<file path="src/rtl/mem_copy_engine.sv">
// -----------------------------------------------------------------------------
// mem_copy_engine
//
// Purpose:
//   Requester-side controller for a synchronous sequential memory with a
//   registered read port. It copies len bytes from src to dst within that one
//   memory, one byte at a time and in ascending order. Each byte takes three
//   cycles: RD presents the source address, WAIT captures the registered read
//   data, and WR writes the byte to the destination. Address arithmetic wraps
//   modulo 2**AW.
//
// Optional feature:
//   MEM_COPY_CHECKSUM_EN - when defined, checksum accumulates every copied byte
//   (mod 2**DW). When undefined, checksum is tied to zero and no adder exists.
//
// Ports:
//   clk       in   rising-edge clock, shared with the memory
//   rst       in   synchronous active-high reset, wins over every input
//   start     in   request pulse, sampled only in IDLE
//   src       in   [AW] source base address, latched on acceptance
//   dst       in   [AW] destination base address, latched on acceptance
//   len       in   [AW] byte count, latched on acceptance (0 = no transfer)
//   busy      out  high in RD, WAIT and WR
//   done      out  one-cycle completion pulse (DONE state)
//   count     out  [AW] bytes written so far in the current transfer
//   checksum  out  [DW] running sum of copied bytes
//   mem_addr  out  [AW] memory address
//   mem_w     out  memory write enable, high only in WR
//   mem_data  out  [DW] memory write data
//   mem_out   in   [DW] memory read data, valid the cycle after a read edge
// -----------------------------------------------------------------------------
module mem_copy_engine #(
  parameter int AW = 8,
  parameter int DW = 8
) (
  input  logic          clk,
  input  logic          rst,
  input  logic          start,
  input  logic [AW-1:0] src,
  input  logic [AW-1:0] dst,
  input  logic [AW-1:0] len,
  output logic          busy,
  output logic          done,
  output logic [AW-1:0] count,
  output logic [DW-1:0] checksum,
  output logic [AW-1:0] mem_addr,
  output logic          mem_w,
  output logic [DW-1:0] mem_data,
  input  logic [DW-1:0] mem_out
);

  typedef enum logic [2:0] {
    S_IDLE = 3'd0,
    S_RD   = 3'd1,
    S_WAIT = 3'd2,
    S_WR   = 3'd3,
    S_DONE = 3'd4
  } state_e;

  state_e        state_q, state_d;
  logic [AW-1:0] src_q, src_d;
  logic [AW-1:0] dst_q, dst_d;
  logic [AW-1:0] len_q, len_d;
  logic [AW-1:0] count_q, count_d;
  logic [DW-1:0] data_q, data_d;

`ifdef MEM_COPY_CHECKSUM_EN
  logic [DW-1:0] checksum_q, checksum_d;
`endif

  // State and datapath registers; rst returns everything to its idle value.
  always_ff @(posedge clk) begin
    if (rst) begin
      state_q <= S_IDLE;
      src_q   <= '0;
      dst_q   <= '0;
      len_q   <= '0;
      count_q <= '0;
      data_q  <= '0;
`ifdef MEM_COPY_CHECKSUM_EN
      checksum_q <= '0;
`endif
    end else begin
      state_q <= state_d;
      src_q   <= src_d;
      dst_q   <= dst_d;
      len_q   <= len_d;
      count_q <= count_d;
      data_q  <= data_d;
`ifdef MEM_COPY_CHECKSUM_EN
      checksum_q <= checksum_d;
`endif
    end
  end

  // Next-state and datapath update logic.
  always_comb begin
    state_d = state_q;
    src_d   = src_q;
    dst_d   = dst_q;
    len_d   = len_q;
    count_d = count_q;
    data_d  = data_q;
`ifdef MEM_COPY_CHECKSUM_EN
    checksum_d = checksum_q;
`endif
    case (state_q)
      S_IDLE: begin
        if (start) begin
          if (len != '0) begin
            src_d   = src;
            dst_d   = dst;
            len_d   = len;
            count_d = '0;
`ifdef MEM_COPY_CHECKSUM_EN
            checksum_d = '0;
`endif
            state_d = S_RD;
          end else begin
            // Zero-length request: complete without touching memory.
            state_d = S_DONE;
          end
        end else begin
          state_d = S_IDLE;
        end
      end
      S_RD: begin
        // The memory registers the read during this cycle's closing edge.
        state_d = S_WAIT;
      end
      S_WAIT: begin
        data_d  = mem_out;
        state_d = S_WR;
      end
      S_WR: begin
        count_d = count_q + AW'(1);
`ifdef MEM_COPY_CHECKSUM_EN
        checksum_d = checksum_q + data_q;
`endif
        if ((count_q + AW'(1)) == len_q) begin
          state_d = S_DONE;
        end else begin
          state_d = S_RD;
        end
      end
      S_DONE: begin
        state_d = S_IDLE;
      end
      default: begin
        state_d = S_IDLE;
      end
    endcase
  end

  // Memory-side and status outputs, decoded purely from registered state.
  always_comb begin
    mem_addr = '0;
    mem_w    = 1'b0;
    mem_data = '0;
    busy     = 1'b0;
    done     = 1'b0;
    case (state_q)
      S_RD, S_WAIT: begin
        mem_addr = src_q + count_q;
        busy     = 1'b1;
      end
      S_WR: begin
        mem_addr = dst_q + count_q;
        mem_w    = 1'b1;
        mem_data = data_q;
        busy     = 1'b1;
      end
      S_DONE: begin
        done = 1'b1;
      end
      default: begin
        mem_addr = '0;
      end
    endcase
  end

  assign count = count_q;

`ifdef MEM_COPY_CHECKSUM_EN
  assign checksum = checksum_q;
`else
  assign checksum = '0;
`endif

endmodule
</file>
<file path="config.mk">
export PLATFORM = sky130hd
export DESIGN_NAME = mem_copy_engine
export DESIGN_NICKNAME = d
export VERILOG_FILES = /design/src/rtl/mem_copy_engine.sv
export SDC_FILE = /design/constraint.sdc
export NUM_CORES = 1
export LEC_CHECK = 0
export CORE_MARGIN = 5
export CORE_UTILIZATION = 48
export CTS_CLUSTER_SIZE = 25
export DETAILED_ROUTE_END_ITERATION = 10
export GPL_TIMING_DRIVEN = 0
export PLACE_DENSITY = 0.88
export SYNTH_ARGS = -nofsm -noshare
export SYNTH_HDL_FRONTEND = slang
export SYNTH_SLANG_ARGS = --single-unit
</file>
<file path="constraint.sdc">
create_clock -name clk -period 3.5 [get_ports clk]
set_input_delay 0.35 -clock clk [delete_from_list [all_inputs] [get_ports clk]]
set_output_delay 0.35 -clock clk [all_outputs]
set_load 0.01 [all_outputs]
</file>
==> metrics.md <==
| Metric | Value |
|---|---|
| Status | `finished, final reports clean` |
| Cell taking the most area after synthesis | `dfxtp_1` |
| HPWL Detailed | `4912 µm` |
| Share of the synthesized area in the top cell type | `35.65%` |
| Most instantiated cells after synthesis | `nand2_1, dfxtp_1, a21oi_1` |
| Finished Cell Area | `roughly 3300 µm²` |
| Synth Flop Type | `dfxtp_1` |
| Max Cap Viol | `0` |
| Vias per inst | `roughly 5.2` |
| Yosys warning count | `0` |
| Die outline height | `80.93 µm` |
| Hold slack final | `255.8 ps` |
| Min Tclk post-route | `3351 ps` |
| Area contributors post-synth | `dfxtp_1, nand2_1, a21oi_1` |
| GR Util All Layers | `between 20% and 30%` |
| Worst-path clk slew | `80 ps` |
| Cell row count | `25` |
| CP Max Fanout | `10` |
| Most common cell in the netlist | `nand2_1` |
| Routed WL per cell | `~14 µm` |
| Placed insts | `roughly 450` |
| Inserted Diodes | `0` |
| Final setup violation count | `0` |
| Hold endpoint | `count[7]$_SDFFE_PP0P_` |
| Mapped Cells | `320` |
| DR vias | `2425` |
| Worst Path Class, Setup | `reg2out` |
| Worst-skew pair later-pin latency | `just under 300 ps` |
| PnR Total Power | `1.124 mW` |
| Max Freq | `slightly below 300 MHz` |
| RSZ-0062 raised after global routing | `yes` |
| Maximum VDD drop | `0.2562 mV` |
| CTS Buf Count | `5` |
| Layout cells sized above 1 | `roughly a tenth` |
| R2R cell count | `6` |
| CP endpoint kind | `output pin` |
| P_leak | `~1.3 nW` |
| Final Cycle Share | `95.74%` |
| Syn_area_per_cell | `7.546 µm²` |
| H-Tree Depth | `2` |
| Setup TNS | `0 ps` |
| Netlist cell types | `44` |
| Post-Layout Cell Count | `465` |
| GP Congestion | `0.8445` |
| DP Area | `between 3000 and 4000 µm²` |
| Flops & latches, synth | `43` |
| Starting density of the core | `50.13%` |
| Post-Syn Area | `between 2000 and 2500 µm²` |
| Launching point of the worst reg2reg path | `count[0]$_SDFFE_PP0P_` |
| Pwr/cell area | `around 340 nW/µm²` |
| Vias in the first global route | `2421` |
| Routed Wire Length | `approximately 6500 µm` |
| Worst Path Required | `3150 ps` |
| Drt pass-1 iters | `4` |
| IO Pins | `70` |
| Core footprint | `4817 µm²` |
| Initial antenna violation count | `0` |
| Final Max Tran Viols | `0` |
| Die ar. | `6550 µm²` |
| Number of port buffers | `60` |
| Initial drt markers | `140` |
| Worst Path Arrival | `approximately 3000 ps` |
| DRT antenna net count | `0` |
| Least-Margin Pin Slew | `665.3 ps` |
| Pre-CTS setup slack | `-627.9 ps` |
| Post-synth ARST share | `0%` |
| Clock sink count | `43` |
| R2R Path End | `state_q[2]$_SDFF_PP0_` |
| Slew margin rel. | `55.35%` |
| Final Util | `68.03%` |
| Worst Skew | `4.327 ps` |
| TritonCTS clock tree | `yes` |
| Sequential fraction of the synthesis area | `roughly 36%` |
| Final hold violation count | `0` |
| Post-synth EDFFs | `0` |
| Nets | `441` |
| Post-route setup slack | `149.0 ps` |
| Die X | `a little over 80 µm` |
| Largest net degree at the start of global routing | `14` |
| Residual DRC count | `0` |
| Startpoint Class | `register` |
| First-pass GRT wire length | `between 10000 and 15000 µm` |
| Worst hold stages | `2` |
| Worst Min Path Start | `rst` |
| Hold Crit Class | `in2reg` |
| Layout area overhead | `35.70%` |
| CTS Buffer Depth | `2` |
| Clock root buffer | `clkbuf_8` |
| Congestion Overflow GR | `0` |
| Worst reg2reg setup slack | `1190 ps` |
==> state kept, by name (all words and copies together), names as in the netlist <==
| name | cells |
|---|---|
| count | 8 |
| data_q | 8 |
| dst_q | 8 |
| len_q | 8 |
| src_q | 8 |
| state_q | 3 |
==> metal layers <==
| layer | GRT usage [%] | share of wire, % | vias to the layer above |
|---|---|---|---|
| li1 | - | - | 1204 |
| met5 | 0 | 0 | - |
| met3 | 6.874 | 8.9 | 17 |
| met2 | 35.30 | 47 | 90 |
| met1 | 24.61 | 42 | 1114 |
| met4 | 9.291 | 2.3 | 0 |
==> worst max-delay path: stages, from the launching register on <==
cell and delay (ps):
dfxtp_1 310, buf_6 120, nand3b_1 170, clkbuf_8 200, buf_4 170, nand2_1 60, nand2_1 70, ha_1 160
inv_1 50, fa_1 390, nor2b_2 150, o21ai_1 80, a21oi_1 190, o21a_1 180, nor3_1 50, nor3_1 190
buf_2 160
==> layout make-up <==
class | instances | area, µm²
Sequential cell | 43 | 863.3
Multi-Input combinational cell | 250 | 1415
Clock inverter | 2 | 12.51
Fill cell | 403 | 1540
Inverter | 7 | 28.78
Clock buffer | 6 | 72.57
Buffer | 26 | 171.4
Timing Repair Buffer | 64 | 629.4
Tap cell | 67 | 83.83
==> where the power goes <==
group          switching, mW  internal, mW
sequential            0.0233         0.523
combinational          0.137         0.130
clock                  0.171         0.140
total                  0.331         0.792
==> worst max path at each step <==
stage	from	endpoint	slack [ps]	cells after the start
after detailed placement	state_q[1]$_SDFF_PP0_	mem_addr[6]	-630	16
final	state_q[0]$_SDFF_PP0_	mem_addr[6]	150	16
after global routing	state_q[0]$_SDFF_PP0_	mem_addr[6]	-80	16
after floorplan	state_q[2]$_SDFF_PP0_	mem_addr[6]	410	15
after CTS	state_q[0]$_SDFF_PP0_	mem_addr[6]	-40	17
after global placement	state_q[2]$_SDFF_PP0_	mem_addr[6]	-560	16
==> cells in the final DEF (no fill, tap or decap), drive strengths merged, types with 2 or more instances in the layout <==
cell           netlist  routed
nand2               76      76
dfxtp               43      43
conb                 1       8
mux2i                9       9
and4                 2       2
a21o                 2       2
and2                13      13
nor2b                4       4
dlygate4sd2          0       2
or4                  3       3
clkbuf              13      17
a21oi               35      35
inv                  7       7
o21ai               11      11
xor2                 5       5
or3                  3       3
clkdlybuf4s50        0      56
a31oi                2       2
nand3b               2       2
a22oi                2       2
xnor2                9       9
nor3                 7       7
nor2                29      29
nand2b               2       2
nand3                3       3
buf                 14      20
nor3b                2       2
ha                   8       8
o21a                 2       2
==> repair_timing <==
action | 4_1_cts | 5_1_grt
endpoints found under the setup margin | 7 | 3
pin swaps | 2 | 3
resized for setup | 17 | 8
setup buffers | 3 | 1
hold buffers | 0 | 0
==> cell families (layout without fill, tap and decap cells) <==
logic type | after synthesis | after routing | synth area share [%]
AO/OA/AOI/OAI | 59 | 59 | 13.57
XOR/XNOR | 14 | 14 | 5.699
adder cells (fa/ha/maj) | 9 | 9 | 4.974
buffers and inverters | 34 | 105 | 7.461
flip-flops | 43 | 43 | 35.65
multiplexers | 9 | 9 | 3.731
other | 1 | 8 | 0.1553
AND/OR/NAND/NOR | 151 | 151 | 28.76
Note: power is estimated with default switching activity, not from simulation.
